$ cat src/rtl/pipeline_trace_gen_if.sv
// rtl/pipeline_trace_gen_if.sv - retire-record stream between trace generator and its consumer
interface pipeline_trace_gen_if;
  logic        rec_valid;
  logic        rec_ready;
  logic [7:0]  rec_id;
  logic [15:0] rec_pc;
  logic [15:0] rec_instr;
  logic        rec_we;
  logic [3:0]  rec_reg;
  logic [15:0] rec_data;
  logic [15:0] rec_cycle;

  modport master (
    output rec_valid, rec_id, rec_pc, rec_instr, rec_we, rec_reg, rec_data, rec_cycle,
    input  rec_ready
  );

  modport slave (
    input  rec_valid, rec_id, rec_pc, rec_instr, rec_we, rec_reg, rec_data, rec_cycle,
    output rec_ready
  );
endinterface

$ cat src/rtl/pipeline_trace_gen.sv
// rtl/pipeline_trace_gen.sv - tags D/X/M/W pipeline slots and buffers one retire record per WB instruction
// Define TRACE_CYCLE_EN to stamp each record with a free-running 16-bit cycle count.
module pipeline_trace_gen #(
  parameter int FIFO_DEPTH = 4
) (
  input  logic                        clk,
  input  logic                        rst_n,
  input  logic                        stall_i,
  input  logic                        IF_flush_i,
  input  logic                        ID_flush_i,
  input  logic [15:0]                 fetch_pc_i,
  input  logic [15:0]                 fetch_instr_i,
  input  logic                        wb_we_i,
  input  logic [3:0]                  wb_reg_i,
  input  logic [15:0]                 wb_data_i,
  pipeline_trace_gen_if.master        rec,
  output logic [7:0]                  drop_cnt_o,
  output logic [$clog2(FIFO_DEPTH):0] occupancy_o
);
  localparam int AW = $clog2(FIFO_DEPTH);
  localparam logic [AW:0] FULL_CNT = (AW+1)'(FIFO_DEPTH);

  typedef struct packed {
    logic        valid;
    logic [7:0]  id;
    logic [15:0] pc;
    logic [15:0] instr;
  } slot_t;

  typedef struct packed {
    logic [7:0]  id;
    logic [15:0] pc;
    logic [15:0] instr;
    logic        we;
    logic [3:0]  rd;
    logic [15:0] data;
  } rec_t;

  slot_t         d_q, d_d, x_q, x_d, m_q, w_q;
  logic [7:0]    next_id_q, next_id_d;
  logic [AW-1:0] wr_ptr_q, wr_ptr_d, rd_ptr_q, rd_ptr_d;
  logic [AW:0]   count_q, count_d;
  logic [7:0]    drop_q, drop_d;
  rec_t          mem_q [FIFO_DEPTH];
  rec_t          head;
  logic          kill, push, pop, full, empty, push_ok;

  // An ID_flush kills the youngest issued tag, so its id is handed back to keep retired ids gap-free.
  always_comb begin
    d_d       = d_q;
    x_d       = x_q;
    x_d.valid = 1'b0;
    next_id_d = next_id_q;
    kill      = !stall_i && ID_flush_i && d_q.valid;
    if (!stall_i) begin
      x_d       = d_q;
      x_d.valid = d_q.valid && !ID_flush_i;
      d_d.valid = !IF_flush_i;
      d_d.id    = next_id_q - {7'd0, kill};
      d_d.pc    = fetch_pc_i;
      d_d.instr = fetch_instr_i;
      next_id_d = next_id_q - {7'd0, kill} + {7'd0, !IF_flush_i};
    end
  end

  always_comb begin
    empty    = (count_q == '0);
    full     = (count_q == FULL_CNT);
    push     = w_q.valid;
    pop      = !empty && rec.rec_ready;
    push_ok  = push && (!full || pop);
    wr_ptr_d = wr_ptr_q + AW'(push_ok);
    rd_ptr_d = rd_ptr_q + AW'(pop);
    count_d  = count_q + (AW+1)'(push_ok) - (AW+1)'(pop);
    drop_d   = drop_q;
    if (push && full && !pop && drop_q != 8'hFF) begin
      drop_d = drop_q + 8'd1;
    end
  end

  always_ff @(posedge clk or negedge rst_n) begin
    if (!rst_n) begin
      d_q       <= '0;
      x_q       <= '0;
      m_q       <= '0;
      w_q       <= '0;
      next_id_q <= '0;
      wr_ptr_q  <= '0;
      rd_ptr_q  <= '0;
      count_q   <= '0;
      drop_q    <= '0;
    end else begin
      d_q       <= d_d;
      x_q       <= x_d;
      m_q       <= x_q;
      w_q       <= m_q;
      next_id_q <= next_id_d;
      wr_ptr_q  <= wr_ptr_d;
      rd_ptr_q  <= rd_ptr_d;
      count_q   <= count_d;
      drop_q    <= drop_d;
    end
  end

  always_ff @(posedge clk) begin
    if (push_ok) begin
      mem_q[wr_ptr_q] <= {w_q.id, w_q.pc, w_q.instr, wb_we_i, wb_reg_i, wb_data_i};
    end
  end

  assign head          = empty ? '0 : mem_q[rd_ptr_q];
  assign rec.rec_valid = !empty;
  assign rec.rec_id    = head.id;
  assign rec.rec_pc    = head.pc;
  assign rec.rec_instr = head.instr;
  assign rec.rec_we    = head.we;
  assign rec.rec_reg   = head.rd;
  assign rec.rec_data  = head.data;
  assign drop_cnt_o    = drop_q;
  assign occupancy_o   = count_q;

`ifdef TRACE_CYCLE_EN
  logic [15:0] cycle_q;
  logic [15:0] cyc_mem_q [FIFO_DEPTH];

  always_ff @(posedge clk or negedge rst_n) begin
    if (!rst_n) begin
      cycle_q <= '0;
    end else begin
      cycle_q <= cycle_q + 16'd1;
    end
  end

  // The stamp is the count the push edge produces, i.e. the cycle the record first becomes visible.
  always_ff @(posedge clk) begin
    if (push_ok) begin
      cyc_mem_q[wr_ptr_q] <= cycle_q + 16'd1;
    end
  end

  assign rec.rec_cycle = empty ? 16'd0 : cyc_mem_q[rd_ptr_q];
`else
  assign rec.rec_cycle = 16'd0;
`endif
endmodule
$ cat src/flat_wrapper.sv
// flat-port wrapper written by rule: the top's interface ports become plain ports
module pipeline_trace_gen_flat 
#(
  parameter int FIFO_DEPTH = 4
)
  (clk, rst_n, stall_i, IF_flush_i, ID_flush_i, fetch_pc_i, fetch_instr_i, wb_we_i, wb_reg_i, wb_data_i, drop_cnt_o, occupancy_o, rec_rec_valid, rec_rec_id, rec_rec_pc, rec_rec_instr, rec_rec_we, rec_rec_reg, rec_rec_data, rec_rec_cycle, rec_rec_ready);
  pipeline_trace_gen_if rec_i ();
  input  logic clk;
  input  logic rst_n;
  input  logic stall_i;
  input  logic IF_flush_i;
  input  logic ID_flush_i;
  input  logic [15:0] fetch_pc_i;
  input  logic [15:0] fetch_instr_i;
  input  logic wb_we_i;
  input  logic [3:0] wb_reg_i;
  input  logic [15:0] wb_data_i;
  output logic [7:0] drop_cnt_o;
  output logic [$clog2(FIFO_DEPTH):0] occupancy_o;
  output wire logic [$bits(rec_i.rec_valid)-1:0] rec_rec_valid;
  output wire logic [$bits(rec_i.rec_id)-1:0] rec_rec_id;
  output wire logic [$bits(rec_i.rec_pc)-1:0] rec_rec_pc;
  output wire logic [$bits(rec_i.rec_instr)-1:0] rec_rec_instr;
  output wire logic [$bits(rec_i.rec_we)-1:0] rec_rec_we;
  output wire logic [$bits(rec_i.rec_reg)-1:0] rec_rec_reg;
  output wire logic [$bits(rec_i.rec_data)-1:0] rec_rec_data;
  output wire logic [$bits(rec_i.rec_cycle)-1:0] rec_rec_cycle;
  input wire logic [$bits(rec_i.rec_ready)-1:0] rec_rec_ready;
  assign rec_rec_valid = rec_i.rec_valid;
  assign rec_rec_id = rec_i.rec_id;
  assign rec_rec_pc = rec_i.rec_pc;
  assign rec_rec_instr = rec_i.rec_instr;
  assign rec_rec_we = rec_i.rec_we;
  assign rec_rec_reg = rec_i.rec_reg;
  assign rec_rec_data = rec_i.rec_data;
  assign rec_rec_cycle = rec_i.rec_cycle;
  assign rec_i.rec_ready = rec_rec_ready;
  pipeline_trace_gen #(.FIFO_DEPTH(FIFO_DEPTH)) u_core (.clk(clk), .rst_n(rst_n), .stall_i(stall_i), .IF_flush_i(IF_flush_i), .ID_flush_i(ID_flush_i), .fetch_pc_i(fetch_pc_i), .fetch_instr_i(fetch_instr_i), .wb_we_i(wb_we_i), .wb_reg_i(wb_reg_i), .wb_data_i(wb_data_i), .rec(rec_i), .drop_cnt_o(drop_cnt_o), .occupancy_o(occupancy_o));
endmodule
$ cat config.mk
export PLATFORM = sky130hd
export DESIGN_NAME = pipeline_trace_gen_flat
export DESIGN_NICKNAME = d
export VERILOG_FILES = /design/src/rtl/pipeline_trace_gen_if.sv /design/src/rtl/pipeline_trace_gen.sv /design/src/flat_wrapper.sv
export SDC_FILE = /design/constraint.sdc
export NUM_CORES = 1
export LEC_CHECK = 0
export CAP_MARGIN = 20
export CORE_ASPECT_RATIO = 2
export CORE_MARGIN = 3
export CORE_UTILIZATION = 51
export DETAILED_ROUTE_END_ITERATION = 10
export GPL_TIMING_DRIVEN = 0
export MAX_ROUTING_LAYER = met4
export PLACE_DENSITY = 0.77
export RECOVER_POWER = 100
export SKIP_LAST_GASP = 1
export SLEW_MARGIN = 20
export SYNTH_ARGS = -nofsm -noshare
export SYNTH_HDL_FRONTEND = slang
export SYNTH_SLANG_ARGS = --single-unit
$ cat constraint.sdc
create_clock -name clk -period 6 [get_ports clk]
set_input_delay 0.9 -clock clk [delete_from_list [all_inputs] [get_ports clk]]
set_output_delay 0.9 -clock clk [all_outputs]
set_load 0.01 [all_outputs]
==> run_results.csv <==
group,metric,value,unit
run_status,status,"complete, no violations",
clock_network,holdBufCountCts,0,
critical_path,cp-end-kind,"flop",
power_and_ir_drop,p_sw,2.17,mW
floorplan,initial_utilization,52.0,%
timing,period_share,78.1,%
place,io_buffers,130,
timing,max_slew.worst_pin.slew,1470,ps
grt,grt_start_max_net_pins,97,
synthesis,synth-seq-cells,431,
hold_path,min_path_type,"reg -> reg",
synthesis,avgSynthCellArea,19.8,um2
timing,max_slew_margin,1.99,%
synthesis,post-synth-top-area-cell,"edfxtp_1",
timing,tns,0,ps
timing,skew,10.8,ps
power_and_ir_drop,switching_share,26.4,%
clock_network,cts_buffer_depth,3,
critical_path,critPathLaunchType,"input port",
place,pre_cts_ws,2350,ps
critical_path,required,6230,ps
route,drt_first_pass_iters,4,
synthesis,synthArstFlopShare,43.4,%
timing,final-setup-viol-count,0,
power_and_ir_drop,power_density,436,nW/um2
timing,rsz0062_at_grt,"no",
grt,top_usage_layer,"met2",
synthesis,syn_inst,796,
synthesis,ys.flop_type,"edfxtp_1",
grt,overflow,0,
critical_path,r2r_start,"u_core.occupancy_o[2]",
timing,timing.fmax,213,MHz
route,wire_per_inst,19.5,um
power_and_ir_drop,finalPower,8.23,mW
place,dp_hpwl,18500,um
grt,globalRouteMet3Util,2.31,%
cells_and_area,n_fill_cell,2110,
floorplan,die_area,33200,um2
grt,antenna_found_initial,1,
synthesis,synth-edff-count,244,
synthesis,synth_top_area_share,46.5,%
floorplan,rows,90,
synthesis,yosys-top-cells-count,"edfxtp_1 (244), dfrtp_1 (187), mux2_2 (78)",
grt,grt_use_met1,20.0,%
clock_network,cts_resized,0,
clock_network,clk_latency,520,ps
synthesis,synth_seq_area_share,76.2,%
power_and_ir_drop,power.leakage,7.11,nW
route,viasPerCell,5.26,
cells_and_area,area_delta_synth_final,19.9,%
clock_network,post_cts_buffers,0,
critical_path,arrival,4920,ps
critical_path,path_max_fanout,9,
timing,fin_ws,1310,ps
timing,hold_violations,0,
place,gp_congestion,0.745,
synthesis,synth_cell_types,41,
route,drtIter0Drc,409,
grt,grt_pass1_wl,43400,um
route,detail-route-antenna-nets,0,
power_and_ir_drop,combPwrFrac,25.5,%
power_and_ir_drop,peakVddDrop,0.000229,V
clock_network,clock-sinks,431,
timing,drv_slew,0,
route,wl,27300,um
hold_path,min_from,"u_core.m_q[21]",
clock_network,numCtsBuffers,37,
synthesis,yosysWarnings,0,
floorplan,dieWidth,130,um
synthesis,synthMostInstantiatedCell,"edfxtp_1",
floorplan,ios,148,
cells_and_area,drive_gt1_share,21.8,%
grt,grt_pass1_vias,8004,
grt,grt.met2_usage,31.8,%
synthesis,syn_area,15800,um2
run,cap_violations,0,
power_and_ir_drop,p_int,6.06,mW
route,drc,0,
clock_network,htree_levels,2,
floorplan,core-area,30300,um2
route,via_count,7363,
synthesis,yosys-top-cells-area,"edfxtp_1 (47%), dfrtp_1 (30%), mux4_2 (8.7%)",
clock_network,cts_tree,"done",
critical_path,startpoint,"rec_rec_ready",
power_and_ir_drop,p_clk_share,28.8,%
timing,period_needed,4690,ps
floorplan,die_h,255,um
clock_network,clkTransAtPathRegs,60,ps
power_and_ir_drop,p_seq_share,45.7,%
critical_path,path_class,"in -> reg",
clock_network,cts-root-buf,"clkbuf_16",
cells_and_area,layout.nets,1069,
grt,track_usage,17.6,%
[critical path, cell delays in order]
cell and delay [ps]:
dlygate4sd3_1 540, nor4b_1 70, nand2b_1 190, nor3_1 510
clkbuf_1 480, clkbuf_1 480, clkbuf_1 500, clkbuf_1 500
clkbuf_1 490, buf_6 230
[routing by layer]
| metal | wire [um] | part of all wire [%] |
|---|---|---|
| met2 | 15600 | 57 |
| met1 | 10100 | 37 |
| met4 | 660 | 2.4 |
| met5 | 0 | 0 |
| met3 | 950 | 3.5 |
[final cells by class]
cell class | count | area, um2 | area share (%)
diodes | 2 | 5.00 | 0.0265
plain buffers | 52 | 288 | 1.52
clock buffers | 56 | 1100 | 5.82
clock inverters | 12 | 119 | 0.629
inverters | 11 | 41.3 | 0.219
multi-input cells | 317 | 3410 | 18.1
flip-flops and latches | 431 | 12000 | 63.6
well taps | 368 | 460 | 2.44
repair buffers | 150 | 1460 | 7.72
[registers in the layout, indices dropped and copies added, names as in the netlist, 3 cells and up]
register	flops
u_core.d_q	41
u_core.drop_cnt_o	8
u_core.m_q	41
u_core.mem_q	244
u_core.next_id_q	8
u_core.occupancy_o	3
u_core.w_q	40
u_core.x_q	41
[power by group through the flow]
stage | registers (mW) | clock network [mW] | logic (mW)
after floorplan | 3.77 | 0 | 1.30
after global placement | 3.81 | 0 | 2.23
after detailed placement | 3.83 | 0 | 2.31
after CTS | 3.78 | 2.42 | 2.31
after global routing | 3.81 | 2.54 | 2.31
final | 3.76 | 2.37 | 2.10
[logic make-up (layout without fill, tap and decap cells)]
| group | count (synthesis) | after routing | share of synthesized area (%) |
|---|---|---|---|
| buf+inv | 63 | 281 | 2.27 |
| compound gates | 14 | 14 | 0.532 |
| xor+xnor | 26 | 26 | 1.45 |
| other cells | 1 | 18 | 0.0238 |
| simple gates | 112 | 112 | 4.38 |
| fa+ha+maj | 10 | 10 | 0.842 |
| mux | 139 | 139 | 14.3 |
| flops | 431 | 431 | 76.2 |
[worst paths after layout]
check / endpoint / slack [ps] / cells past startpoint
worst min register to register: u_core.w_q[21] / 340 / 0
max in group asynchronous: u_core.d_q[6] / 4730 / 2
worst min-delay path: u_core.w_q[21] / 340 / 0
min in group asynchronous: u_core.occupancy_o[2] / 380 / 1
worst max register to register: u_core.mem_q[0][26] / 1700 / 9
worst max-delay path: u_core.mem_q[0][26] / 1310 / 10
[cells in the final DEF, fill, tap and decap left out, types with 3 or more instances in the layout]
cell type,synthesis,final
clkbuf_1,22,56
o21ai_0,7,7
mux2_2,78,77
nor3b_1,2,3
xor2_1,13,13
a21oi_1,3,3
nor2_1,10,10
nand2b_1,2,3
dlygate4sd3_1,0,89
buf_6,1,3
mux4_2,61,61
conb_1,1,16
xnor2_1,13,13
clkdlybuf4s50_1,0,40
clkbuf_8,3,7
buf_4,17,18
dfrtp_1,187,187
nand2_1,13,13
buf_8,1,3
inv_1,11,11
clkbuf_16,0,39
clkinv_2,0,7
nor2b_1,62,62
edfxtp_1,244,244
nand4_1,6,6
and3_1,3,3
ha_1,9,9
[per-stage QoR]
stage | instances | area [um2] | utilization (%) | hold slack [ps]
3_5_place_dp | 1329 | 17900 | 59.1 | 335
6_report | 1399 | 18900 | 62.4 | 340
3_3_place_gp | 1309 | 17600 | 58.0 | 332
5_1_grt | 1398 | 18900 | 62.4 | 355
4_1_cts | 1397 | 19100 | 63.1 | 340
2_1_floorplan | 811 | 15800 | - | 331
Power figures use the tool's default switching activity.
